--- src/rtl/vga.svh ---
// Shared VGA pixel definitions: coordinate widths, colour widths and the
// pixel frame passed down the render pipeline.
`ifndef VGA_SVH
`define VGA_SVH

`define H_SIZE   10
`define V_SIZE   10
`define R_SIZE   4
`define G_SIZE   4
`define B_SIZE   4
`define RGB_SIZE (`R_SIZE + `G_SIZE + `B_SIZE)

typedef struct packed {
  logic [`H_SIZE-1:0] hc;
  logic [`V_SIZE-1:0] vc;
  logic               start;  // first active pixel of a frame
  logic [`R_SIZE-1:0] r;
  logic [`G_SIZE-1:0] g;
  logic [`B_SIZE-1:0] b;
} vga_frame_t;

`endif

--- src/rtl/video_sink_fifo_pkg.sv ---
// Types and widths for the video sink FIFO. Re-exports the shared VGA pixel
// definitions as package items so that other files need no macros.
package video_sink_fifo_pkg;
  `include "vga.svh"

  localparam int R_W   = `R_SIZE;
  localparam int G_W   = `G_SIZE;
  localparam int B_W   = `B_SIZE;
  localparam int RGB_W = `RGB_SIZE;

  typedef enum logic {
    SYNC = 1'b0,  // hunting for a frame-start pixel
    RUN  = 1'b1   // locked to the sync generator
  } sink_state_t;
endpackage

--- src/rtl/vga_fifo_sync.sv ---
// Show-ahead synchronous FIFO. The head entry is presented on rdata whenever
// the FIFO is non-empty; a pop consumes it on the next rising edge.
// Ports: clk, rst (sync, active-high), push/wdata, pop, rdata, empty, count.
// Push while full and pop while empty are ignored.
module vga_fifo_sync #(
  parameter int AW = 4,
  parameter int DW = 8
) (
  input  logic          clk,
  input  logic          rst,
  input  logic          push,
  input  logic [DW-1:0] wdata,
  input  logic          pop,
  output logic [DW-1:0] rdata,
  output logic          empty,
  output logic [AW:0]   count
);
  localparam int DEPTH = 1 << AW;

  logic [DW-1:0] mem [DEPTH];
  logic [AW-1:0] wptr, rptr;
  logic          do_push, do_pop;

  assign empty   = (count == '0);
  assign do_push = push && (count != (AW+1)'(DEPTH));
  assign do_pop  = pop && !empty;
  assign rdata   = mem[rptr];

  // Storage is deliberately not reset.
  always_ff @(posedge clk)
    if (do_push) mem[wptr] <= wdata;

  always_ff @(posedge clk) begin
    if (rst) begin
      wptr  <= '0;
      rptr  <= '0;
      count <= '0;
    end else begin
      if (do_push) wptr <= wptr + 1'b1;
      if (do_pop)  rptr <= rptr + 1'b1;
      case ({do_push, do_pop})
        2'b10:   count <= count + 1'b1;
        2'b01:   count <= count - 1'b1;
        default: count <= count;
      endcase
    end
  end
endmodule

--- src/rtl/video_sink_fifo.sv ---
// Video sink: buffers pixels from the render pipeline and hands them to the
// VGA sync generator, locking the two together on the frame-start pixel.
// Ports: clk, rst (sync, active-high); source_vld/source_frame in, stall out
// (back-pressure); vga_req/vga_frame_start in; vga_r/g/b registered colour;
// underflow/align_err one-cycle error pulses; synced high while locked.
module video_sink_fifo
  import video_sink_fifo_pkg::*;
#(
  parameter int DEPTH        = 16,
  parameter int AFULL_MARGIN = 4
) (
  input  logic           clk,
  input  logic           rst,
  input  logic           source_vld,
  input  vga_frame_t     source_frame,
  output logic           stall,
  input  logic           vga_req,
  input  logic           vga_frame_start,
  output logic [R_W-1:0] vga_r,
  output logic [G_W-1:0] vga_g,
  output logic [B_W-1:0] vga_b,
  output logic           underflow,
  output logic           align_err,
  output logic           synced
);
  localparam int AW = $clog2(DEPTH);

  sink_state_t      state, state_nxt;
  vga_frame_t       head;
  logic             empty, push, pop;
  logic [AW:0]      count;
  logic [RGB_W-1:0] rgb_nxt;
  logic             uf_nxt, ae_nxt;

  // Stall comes only from the registered count, so the margin absorbs the
  // pixels already in flight when upstream sees it.
  assign stall  = (count >= (AW+1)'(DEPTH - AFULL_MARGIN));
  assign push   = source_vld && !stall;
  assign synced = (state == RUN);

  vga_fifo_sync #(.AW(AW), .DW($bits(vga_frame_t))) u_fifo (
    .clk   (clk),
    .rst   (rst),
    .push  (push),
    .wdata (source_frame),
    .pop   (pop),
    .rdata (head),
    .empty (empty),
    .count (count)
  );

  always_ff @(posedge clk) begin
    if (rst) state <= SYNC;
    else     state <= state_nxt;
  end

  always_comb begin
    state_nxt = state;
    pop       = 1'b0;
    rgb_nxt   = '0;
    uf_nxt    = 1'b0;
    ae_nxt    = 1'b0;
    case (state)
      SYNC: begin
        // Flush mid-frame pixels until a frame start reaches the head, then
        // wait for the sync generator to ask for the first pixel.
        if (!empty) begin
          if (!head.start) begin
            pop = 1'b1;
          end else if (vga_req && vga_frame_start) begin
            pop       = 1'b1;
            rgb_nxt   = {head.r, head.g, head.b};
            state_nxt = RUN;
          end
        end
      end
      RUN: begin
        if (vga_req) begin
          if (empty) begin
            uf_nxt    = 1'b1;  // takes priority over a start mismatch
            state_nxt = SYNC;
          end else if (head.start != vga_frame_start) begin
            ae_nxt    = 1'b1;  // keep the head; SYNC decides its fate
            state_nxt = SYNC;
          end else begin
            pop     = 1'b1;
            rgb_nxt = {head.r, head.g, head.b};
          end
        end
      end
      default: state_nxt = SYNC;
    endcase
  end

  always_ff @(posedge clk) begin
    if (rst) begin
      {vga_r, vga_g, vga_b} <= '0;
      underflow             <= 1'b0;
      align_err             <= 1'b0;
    end else begin
      {vga_r, vga_g, vga_b} <= rgb_nxt;
      underflow             <= uf_nxt;
      align_err             <= ae_nxt;
    end
  end
endmodule
--- config.mk ---
export PLATFORM = sky130hd
export DESIGN_NAME = video_sink_fifo
export DESIGN_NICKNAME = d
export VERILOG_FILES = /design/src/rtl/video_sink_fifo_pkg.sv /design/src/rtl/vga_fifo_sync.sv /design/src/rtl/video_sink_fifo.sv
export VERILOG_INCLUDE_DIRS = /design/src /design/src/rtl
export SDC_FILE = /design/constraint.sdc
export NUM_CORES = 1
export LEC_CHECK = 0
export ABC_CLOCK_PERIOD_IN_PS = 5050
export BUFFER_PORTS_ARGS = -buffer_cell sky130_fd_sc_hd__buf_2
export CORE_AREA = 2 2 128 130
export CTS_CLUSTER_SIZE = 28
export DETAILED_ROUTE_END_ITERATION = 7
export DIE_AREA = 0 0 130 132
export GPL_TIMING_DRIVEN = 0
export PLACE_DENSITY = 0.8
export SKIP_LAST_GASP = 1
export SYNTH_ARGS = -nofsm -noshare
export SYNTH_HDL_FRONTEND = slang
export SYNTH_SLANG_ARGS = --single-unit
--- constraint.sdc ---
create_clock -name clk -period 5.05 [get_ports clk]
set_clock_uncertainty 0.1 [all_clocks]
set_input_delay 0.7575 -clock clk [delete_from_list [all_inputs] [get_ports clk]]
set_output_delay 0.7575 -clock clk [all_outputs]
set_load 0.01 [all_outputs]
==> results.cfg <==
[synthesis]
ys.flop_type = edfxtp_1
ys_seq_area_share_pct = 73.5
ys_seq_elements = 240
yosys-top-cells-area = edfxtp_1, mux4_2, dfxtp_1
syn-mean-instance-area_sq_um = 20.2
synth_area_sq_mm = 0.00937
yosysWarnings = 0
synth_edf_count = 208
synth_most_common_cell = edfxtp_1
yosys-top-cells-count = edfxtp_1, mux4_2, dfxtp_1, nor2_1, clkbuf_1
yosys.area.top_type = edfxtp_1
synth.top_cell.area_share_pct = 66.7
synth_cell_types = 44
synth-async-reset-ratio_pct = 0
synth_nets = 510
syn_inst = 464

[floorplan]
start_util_pct = 59.6
die_area_sq_mm = 0.0172
die_h_microns = 132
rows = 46
ios = 54
die_w_microns = 130
coreArea_sq_mm = 0.0157

[clock_network]
h-tree-depth = 1
clk_path_buf_depth = 3
cts_hold_buf = 0
cts_setup_buffers = 0
clk_pin_slew_worst_paths_ps = 60
clock-root-buffer = clkbuf_16
numCtsBuffers = 23
post_cts_resized = 0
cts_tree = yes
clock_latency_ps = 500
cts_sinks = 240

[hold_path]
hp-class = reg -> reg

[cells_and_area]
syn2layout_area_growth_pct = 13.9
multi_input_area_sq_mm = 0.00240
stdcell_count = 760
drive_gt1_share_pct = 32.0
fillers = 961
n_antenna_cell = 0
seq_area_sq_mm = 0.00689
layout.nets = 574

[placement]
place.gp.congestion = 0.782
place_inst = 719
port-buffer-count = 33
dp_hpwl_mm = 11.6
dpl_worst_slack_ps = 594

[critical_path]
crit_end = u_fifo.count[4]
path_cells = clkbuf_1, mux4_2, mux4_2, mux2_4, nor2_2, ha_1, clkbuf_1, xor2_1, ha_1, a21oi_1, a2111oi_0, o21ai_1, o311ai_1, mux2_1
crit_cells = 14
path_delay_family = multiplexers
required_ps = 5340
critPathLaunchType = flop
critPathSlowestCell = mux4_2
crit_path_end_kind = flop
timing.rr.end = u_fifo.count[4]
worst-r2r-setup-slack_ps = 520
critPathMaxFanout = 10
critPathKind = reg -> reg
max_stage_delay_ps = 590
cp.buffers_inverters = 2
worstRegToRegCells = 14
crit_arrival_ps = 4820

[grt]
grt.overflow.total = 0
grt_pass1_wl_mm = 28.7
antenna_found_initial = 0
grt_max_degree = 17
track_usage_pct = 22.9
grt_pass1_vias = 4785

[detailed_routing]
drc = 0
drt_iter0_markers = 591
drt_first_pass_iters = 7
via_per_inst = 6.18
ant_nets = 0
via_count = 4700
wire_per_inst_microns = 24.9
wirelength_mm = 19.0

[sta]
grt_setup_unrepaired = false
finalCritPeriodShare_pct = 89.7
hold_viol = 0
setup_viol = 0
layout_min_cycle_time_ps = 4530
fmax_mhz = 221
worst_slack_ps = 518
whs_ps = 424
slew_violations = 0
fin_tns_setup_ps = 0
tightestPinTransition_ps = 1260
relSlewSlack_pct = 15.0

[pwr]
p_leak_uw = 0.00348
fin_total_pwr_uw = 5250
peakVddDrop_mv = 0.347
powerDensity_mw_per_mm2 = 492

[job]
cap_violations = 0

[outcome]
status = finished, final reports clean
## how the worst min path moves through the flow
stage                   startpoint              to  slack [ps]  depth (start not counted)
finish                      synced          synced         420                          2
detailed placement          synced          synced         410                          2
floorplan           u_fifo.rptr[3]            flop         380                          2
global route        u_fifo.wptr[1]  u_fifo.wptr[1]         470                          2
global placement            synced          synced         380                          2
CTS                         synced          synced         420                          2
## layer usage
metal,wire [microns],GRT usage (%),vias to the layer above
met3,1350,3.17,41
met1,7840,33.9,2435
li1,-,-,1991
met4,500,7.17,0
met2,9270,36.2,233
met5,0,0,-
## tightest hold or removal path: cells and delay by family (launching register included)
kind               cells  cell delay (ps)
AOI/OAI and AO/OA      1               60
and+or+nand+nor        1               70
DFF                    1              340
## layout make-up
class / instances / share of cell area, %
multi-input combinational: 194 / 22.5
inverter: 6 / 0.211
clock buffer: 27 / 5.72
clock inverter: 14 / 1.35
tap: 216 / 2.53
buffer: 24 / 1.01
timing repair buffer: 39 / 2.21
sequential: 240 / 64.5
## kinds of logic (layout without fill, tap and decap cells)
group / Yosys count / count (layout) / share of synthesized area (%)
flops: 240 / 240 / 73.5
simple gates: 88 / 88 / 5.54
mux: 73 / 73 / 16.6
buf+inv: 30 / 110 / 1.39
compound gates: 17 / 17 / 1.20
fa+ha+maj: 8 / 8 / 1.07
xor+xnor: 8 / 8 / 0.748
## sequential cells by signal (all words and copies together), names as in the netlist, named ones only
register	cells
vga_g	4
vga_r	4
synced	1
u_fifo.rptr	4
underflow	1
u_fifo.count	5
align_err	1
u_fifo.wptr	4
u_fifo.mem	208
vga_b	4
## where the power goes
| group | total (uW) | switching [uW] | internal, uW |
|---|---|---|---|
| logic | 1240 | 636 | 604 |
| clock network | 1710 | 698 | 1010 |
| registers | 2300 | 51.3 | 2250 |
| total | 5250 | 1390 | 3870 |
## stage by stage
| step | instance area, sq um | util [%] |
|---|---|---|
| after CTS | 10700 | 67.9 |
| after global placement | 9810 | 62.4 |
| final | 10700 | 67.9 |
| after global routing | 10700 | 67.9 |
| after floorplan | 9370 | - |
| after detailed placement | 9910 | 63.1 |
## cells in the final DEF, fill, tap and decap left out, drive strengths merged, types with 2 or more instances in the layout
| cell | count |
|---|---|
| nor2 | 33 |
| mux2i | 5 |
| mux2 | 3 |
| mux4 | 65 |
| clkinv | 9 |
| bufinv | 3 |
| clkbuf | 43 |
| a21oi | 7 |
| o21ai | 2 |
| xnor2 | 4 |
| nand4 | 2 |
| nand3b | 2 |
| xor2 | 4 |
| nand2b | 2 |
| nor3 | 7 |
| inv | 6 |
| nand2 | 14 |
| nand3 | 3 |
| dfxtp | 32 |
| edfxtp | 208 |
| nor4 | 2 |
| ha | 8 |
| nor2b | 14 |
| clkinvlp | 2 |
| and2 | 3 |
| buf | 47 |
Note: power is estimated with default switching activity, not from simulation.
